==> src/rtl/uart_tx_multi.sv <==
// UART transmitter with an input FIFO and run-time frame configuration (length, parity, stop bits, baud).
// Latency: a word written into an empty FIFO while IDLE drives the start bit after the second edge.
// Backpressure: FULL flags a full FIFO; a write while FULL is silently dropped.
module uart_tx_multi #(
  parameter int DATA_WIDTH = 8,
  parameter int FIFO_DEPTH = 4,
  parameter int PRESCALE_W = 8
) (
  input  logic                            CLK,
  input  logic                            RST,
  input  logic [DATA_WIDTH-1:0]           P_DATA,
  input  logic                            DATA_VALID,
  input  logic                            PAR_EN,
  input  logic                            PAR_TYP,
  input  logic                            STOP2,
  input  logic [$clog2(DATA_WIDTH+1)-1:0] DATA_LEN,
  input  logic [PRESCALE_W-1:0]           PRESCALE,
  output logic                            TX_OUT,
  output logic                            BUSY,
  output logic                            FULL,
  output logic                            EMPTY
);
  localparam int LW = $clog2(DATA_WIDTH + 1);
  localparam int AW = $clog2(FIFO_DEPTH);
  localparam int CW = AW + 1;

  typedef enum logic [2:0] {IDLE, START, DATA, PARITY, STOP} state_t;

  // FIFO storage and bookkeeping
  logic [DATA_WIDTH-1:0] mem_q [FIFO_DEPTH];
  logic [AW-1:0]         wr_ptr_q, rd_ptr_q;
  logic [CW-1:0]         cnt_q, cnt_d;
  logic                  full_q, empty_q;
  logic                  wr_en, pop;

  // Frame engine state
  state_t                state_q, state_d;
  logic [DATA_WIDTH-1:0] data_q, data_d;
  logic [LW-1:0]         len_q, len_d, bit_q, bit_d;
  logic [PRESCALE_W-1:0] prd_q, prd_d, baud_q, baud_d;
  logic                  par_en_q, par_en_d, par_typ_q, par_typ_d, stop2_q, stop2_d;
  logic                  stop_q, stop_d;
  logic                  tx_q, tx_d;
  logic                  bit_end, par_bit;
  logic [DATA_WIDTH-1:0] shifted, mask;

  // Out-of-range lengths are pulled back into 5..DATA_WIDTH
  function automatic logic [LW-1:0] clamp_len(input logic [LW-1:0] l);
    if (l < LW'(5)) return LW'(5);
    if (l > LW'(DATA_WIDTH)) return LW'(DATA_WIDTH);
    return l;
  endfunction

  assign wr_en   = DATA_VALID & ~full_q;
  assign cnt_d   = cnt_q + CW'(wr_en) - CW'(pop);
  assign bit_end = (baud_q == prd_q - 1'b1);
  assign mask    = ~({DATA_WIDTH{1'b1}} << len_q);
  assign par_bit = (^(data_q & mask)) ^ par_typ_q;

  // FIFO payload; no reset needed since occupancy gates every read
  always_ff @(posedge CLK) begin
    if (wr_en) mem_q[wr_ptr_q] <= P_DATA;
  end

  // FIFO pointers, occupancy and registered full/empty flags
  always_ff @(posedge CLK or negedge RST) begin
    if (!RST) begin
      wr_ptr_q <= '0;
      rd_ptr_q <= '0;
      cnt_q    <= '0;
      full_q   <= 1'b0;
      empty_q  <= 1'b1;
    end else begin
      if (wr_en) wr_ptr_q <= wr_ptr_q + 1'b1;
      if (pop)   rd_ptr_q <= rd_ptr_q + 1'b1;
      cnt_q   <= cnt_d;
      full_q  <= (cnt_d == CW'(FIFO_DEPTH));
      empty_q <= (cnt_d == '0);
    end
  end

  // Next-state, counters, pop/config latch and next line value
  always_comb begin
    state_d   = state_q;
    data_d    = data_q;
    len_d     = len_q;
    prd_d     = prd_q;
    par_en_d  = par_en_q;
    par_typ_d = par_typ_q;
    stop2_d   = stop2_q;
    bit_d     = bit_q;
    stop_d    = stop_q;
    baud_d    = bit_end ? '0 : baud_q + 1'b1;
    pop       = 1'b0;
    tx_d      = 1'b1;
    shifted   = '0;
    case (state_q)
      IDLE: begin
        baud_d = '0;
        pop    = ~empty_q;
      end
      START: if (bit_end) begin
        state_d = DATA;
        bit_d   = '0;
      end
      DATA: if (bit_end) begin
        if (bit_q == len_q - 1'b1) begin
          state_d = par_en_q ? PARITY : STOP;
          stop_d  = 1'b0;
        end else begin
          bit_d = bit_q + 1'b1;
        end
      end
      PARITY: if (bit_end) begin
        state_d = STOP;
        stop_d  = 1'b0;
      end
      STOP: if (bit_end) begin
        if (stop_q == stop2_q) begin
          if (!empty_q) pop = 1'b1;
          else          state_d = IDLE;
        end else begin
          stop_d = 1'b1;
        end
      end
      default: state_d = IDLE;
    endcase
    // A pop starts a new frame with the configuration present at that edge
    if (pop) begin
      state_d   = START;
      data_d    = mem_q[rd_ptr_q];
      len_d     = clamp_len(DATA_LEN);
      prd_d     = (PRESCALE == '0) ? PRESCALE_W'(1) : PRESCALE;
      par_en_d  = PAR_EN;
      par_typ_d = PAR_TYP;
      stop2_d   = STOP2;
      baud_d    = '0;
      bit_d     = '0;
    end
    case (state_d)
      START:   tx_d = 1'b0;
      DATA: begin
        shifted = data_d >> bit_d;
        tx_d    = shifted[0];
      end
      PARITY:  tx_d = par_bit;
      default: tx_d = 1'b1;
    endcase
  end

  // Frame engine registers; reset aborts any frame and idles the line
  always_ff @(posedge CLK or negedge RST) begin
    if (!RST) begin
      state_q   <= IDLE;
      data_q    <= '0;
      len_q     <= LW'(DATA_WIDTH);
      prd_q     <= PRESCALE_W'(1);
      par_en_q  <= 1'b0;
      par_typ_q <= 1'b0;
      stop2_q   <= 1'b0;
      bit_q     <= '0;
      stop_q    <= 1'b0;
      baud_q    <= '0;
      tx_q      <= 1'b1;
    end else begin
      state_q   <= state_d;
      data_q    <= data_d;
      len_q     <= len_d;
      prd_q     <= prd_d;
      par_en_q  <= par_en_d;
      par_typ_q <= par_typ_d;
      stop2_q   <= stop2_d;
      bit_q     <= bit_d;
      stop_q    <= stop_d;
      baud_q    <= baud_d;
      tx_q      <= tx_d;
    end
  end

  assign TX_OUT = tx_q;
  assign BUSY   = (state_q != IDLE);
  assign FULL   = full_q;
  assign EMPTY  = empty_q;

endmodule

==> config.mk <==
export PLATFORM = sky130hd
export DESIGN_NAME = uart_tx_multi
export DESIGN_NICKNAME = d
export VERILOG_FILES = /design/src/rtl/uart_tx_multi.sv
export SDC_FILE = /design/constraint.sdc
export NUM_CORES = 1
export LEC_CHECK = 0
export ABC_AREA = 1
export CAP_MARGIN = 20
export CORE_MARGIN = 3
export CORE_UTILIZATION = 42
export DETAILED_ROUTE_END_ITERATION = 12
export PLACE_DENSITY = 0.57
export REMOVE_ABC_BUFFERS = 1
export SLEW_MARGIN = 30
export SYNTH_ARGS = -nofsm -noshare
export SYNTH_HDL_FRONTEND = slang
export SYNTH_SLANG_ARGS = --single-unit
==> constraint.sdc <==
create_clock -name CLK -period 3.85 [get_ports CLK]
set_clock_uncertainty 0.2 [all_clocks]
set_input_delay 0.5775 -clock CLK [delete_from_list [all_inputs] [get_ports CLK]]
set_output_delay 0.5775 -clock CLK [all_outputs]
set_load 0.1 [all_outputs]
==> results_dict.tcl <==
set metrics [dict create \
    postCtsHoldBufs 0 \
    drtIter0Drc 128 \
    clock_path_buffers 2 \
    drtPass1Iterations 4 \
    wl_um 8980 \
    worst_slew_pin_slew_ns 0.967 \
    ys_warn_count 0 \
    status "complete, no violations" \
    synth_most_common_cell "nand2_1" \
    core_area_sq_mm 0.00995 \
    synth_cell_types 43 \
    rsz0062_at_grt "false" \
    clk_latency_ns 0.36 \
    critPathKind "flop to flop" \
    finalCriticalPeriod_ns 3.49 \
    cts_root_buf "clkbuf_8" \
    crit_family "simple AND/OR/NAND/NOR gates" \
    synth_top_area_cell "dfrtp_1" \
    place_area_sq_mm 0.00481 \
    r2r-start "prd_q[0]" \
    grt.busiest_layer "met2" \
    cts_sinks 81 \
    total_power_uw 4020 \
    drive_gt1_share_pct 10.1 \
    critPathArrivalTime_ns 3.56 \
    worstPathCellList "inv_2 -> ha_1 -> inv_1 -> nand2_1 -> nand3_1 -> nand2_1 -> nor2_1 -> nand2_1 -> nor2_2 -> nand2_2 -> nand2_4 -> nand2_4 -> inv_2 -> ha_1 -> inv_1 -> ha_1 -> inv_1 -> fa_1 -> xnor2_1 -> xnor2_1 -> nor3b_1" \
    path_max_fanout 13 \
    synth_top_area_share_pct 25.6 \
    post_cts_resized 0 \
    synthTopCellsByCount "nand2_1 (125), inv_1 (70), dfrtp_1 (45), nor2_1 (43), nand3_1 (36)" \
    netlist_top_cells_area "dfrtp_1 (26%), edfxtp_1 (22%), nand2_1 (11%), inv_1 (6.0%), nand3_1 (4.1%)" \
    setup_viol_count_final 0 \
    grt_overflow_total 0 \
    critPathCaptureType "flop" \
    critPathMaxStageDelay_ns 0.54 \
    syn_area_per_cell_sq_um 8.71 \
    reg2reg_slack_ns 0.36 \
    viasPerCell 4.89 \
    fmax_mhz 287 \
    synth_edf_count 32 \
    synth_ff_type "dfrtp_1" \
    die_height_um 108 \
    tns_ns 0 \
    cts_setup_buffers 0 \
    syn_inst 505 \
    worst-path-stages 21 \
    use_met3_pct 2.93 \
    timing.critical_path.buf_inv 5 \
    synthArstFlopShare_pct 60.5 \
    worst_ir_drop_vdd_v 0.000326 \
    cpMaxStageDelayCell "dfstp_2" \
    grt_start_max_net_pins 35 \
    pin_count 30 \
    avgRoutedWirePerCell_um 13.3 \
    die_w_um 108 \
    place.gp.congestion 0.862 \
    required_ns 3.92 \
    n_antenna_cell 0 \
    fin_crit_sh_pct 90.6 \
    ys_seq_area_share_pct 49.8 \
    synth-seq-cells 81 \
    placementRows 36 \
    cts_tree "done" \
    fillers 929 \
    portBuffers 29 \
    globalRouteMet2Util_pct 26.6 \
    route.vias.total 3310 \
    ff2ff_path_depth 21 \
    cap_violations 0 \
    met1_usage_pct 22.6 \
    area_delta_synth_final_pct 13.6 \
    dpl.hpwl_um 6540 \
    synthesis.area_sq_mm 0.00440 \
    startpoint "prd_q[0]" \
    nets 578 \
    antenna_found_initial 0 \
    grt_pass1_vias 3247 \
    hold_viol_final 0 \
    die_area_sq_mm 0.0117 \
    antenna_left 0 \
    power_leakage_uw 0.00229 \
    cts_made_buffers 9 \
    design_area_sq_mm 0.00499 \
    cp-start-kind "flop" \
    clk_pin_slew_worst_paths_ns 0.08 \
    h-tree-depth 3 \
    grt_pass1_wl_um 15200 \
    relSlewSlack_pct 35.3 \
    drv_slew 0 \
    initial_core_util_pct 44.2 \
    gr-usage-all-layers_pct 16.8 \
    hold_path.class "input port to async pin" \
    powerDensity_mw_per_mm2 806 \
    remaining_drc_errors 0 \
]
==> layout by cell type (no fill, tap or decap), drive strengths merged <==
cell type	instances
nand2	133
inv	79
nor2	49
dfrtp	45
nand3	38
edfxtp	32
o21ai	30
clkdlybuf4s50	27
a21oi	15
xnor2	12
xor2	12
ha	12
clkbuf	9
o22ai	6
buf	6
nand4	5
dfstp	4
a32o	4
nor3	4
a31oi	3
o31ai	3
o211ai	3
clkinv	3
nand3b	2
nor3b	2
clkinvlp	2
o311ai	1
a21boi	1
nor4	1
fa	1
==> registers in the layout, indices dropped and copies added, names as in the netlist, 2 cells and up <==
name and cells:
len_q 4, wr_ptr_q 2, rd_ptr_q 2, data_q 8, prd_q 8, state_q 3, bit_q 4, cnt_q 3
mem_q 32, baud_q 8
==> layout make-up <==
cell class / count / area (sq um) / area share (%)
clock buffers: 9 / 124 / 2.48
repair buffers: 33 / 313 / 6.26
inverters: 77 / 289 / 5.79
well taps: 133 / 166 / 3.33
clock inverters: 7 / 61.3 / 1.23
flip-flops and latches: 81 / 2190 / 43.9
multi-input cells: 337 / 1850 / 37.0
==> final timing paths <==
check                               to
setup / recovery                  FULL
hold / removal             wr_ptr_q[0]
setup reg to reg                  FULL
hold reg to reg               cnt_q[2]
max in group asynchronous     len_q[3]
min in group CLK              cnt_q[2]
==> layer usage <==
layer / wire, um / share of wire [%]
met4: 188 / 2.1
met1: 4290 / 48
met2: 4140 / 46
met5: 0 / 0
met3: 362 / 4.0
==> worst register-to-register path, cell delays in order, from the launching register on <==
cell	delay, ns
dfstp_2	0.54
inv_2	0.06
ha_1	0.25
inv_1	0.10
nand2_1	0.07
nand3_1	0.12
nand2_1	0.06
nor2_1	0.10
nand2_1	0.08
nor2_2	0.09
nand2_2	0.07
nand2_4	0.15
nand2_4	0.06
inv_2	0.06
ha_1	0.21
inv_1	0.05
ha_1	0.13
inv_1	0.04
fa_1	0.37
xnor2_1	0.19
xnor2_1	0.18
nor3b_1	0.23
==> stage by stage <==
stage	utilization [%]	hold slack, ns	setup slack [ns]	std cells
2_1_floorplan	-	0.0819	0.0761	495
3_3_place_gp	48.3	0.277	0.471	661
3_5_place_dp	48.3	0.290	0.360	661
4_1_cts	50.2	0.0329	0.330	677
5_1_grt	50.2	0.0542	0.0946	677
6_report	50.2	0.0237	0.361	677
==> logic make-up after synthesis <==
group	share of synthesized area, %
xor gates and xnor gates	4.78
DFF	49.8
AOI/OAI and AO/OA	9.59
buffers and inverters	8.11
adders and majority gates	3.87
and+or+nand+nor	23.8
==> power breakdown <==
group / switching (uW) / internal, uW
clock: 343 / 245
sequential: 261 / 1200
combinational: 1240 / 729
Power figures use the tool's default switching activity.
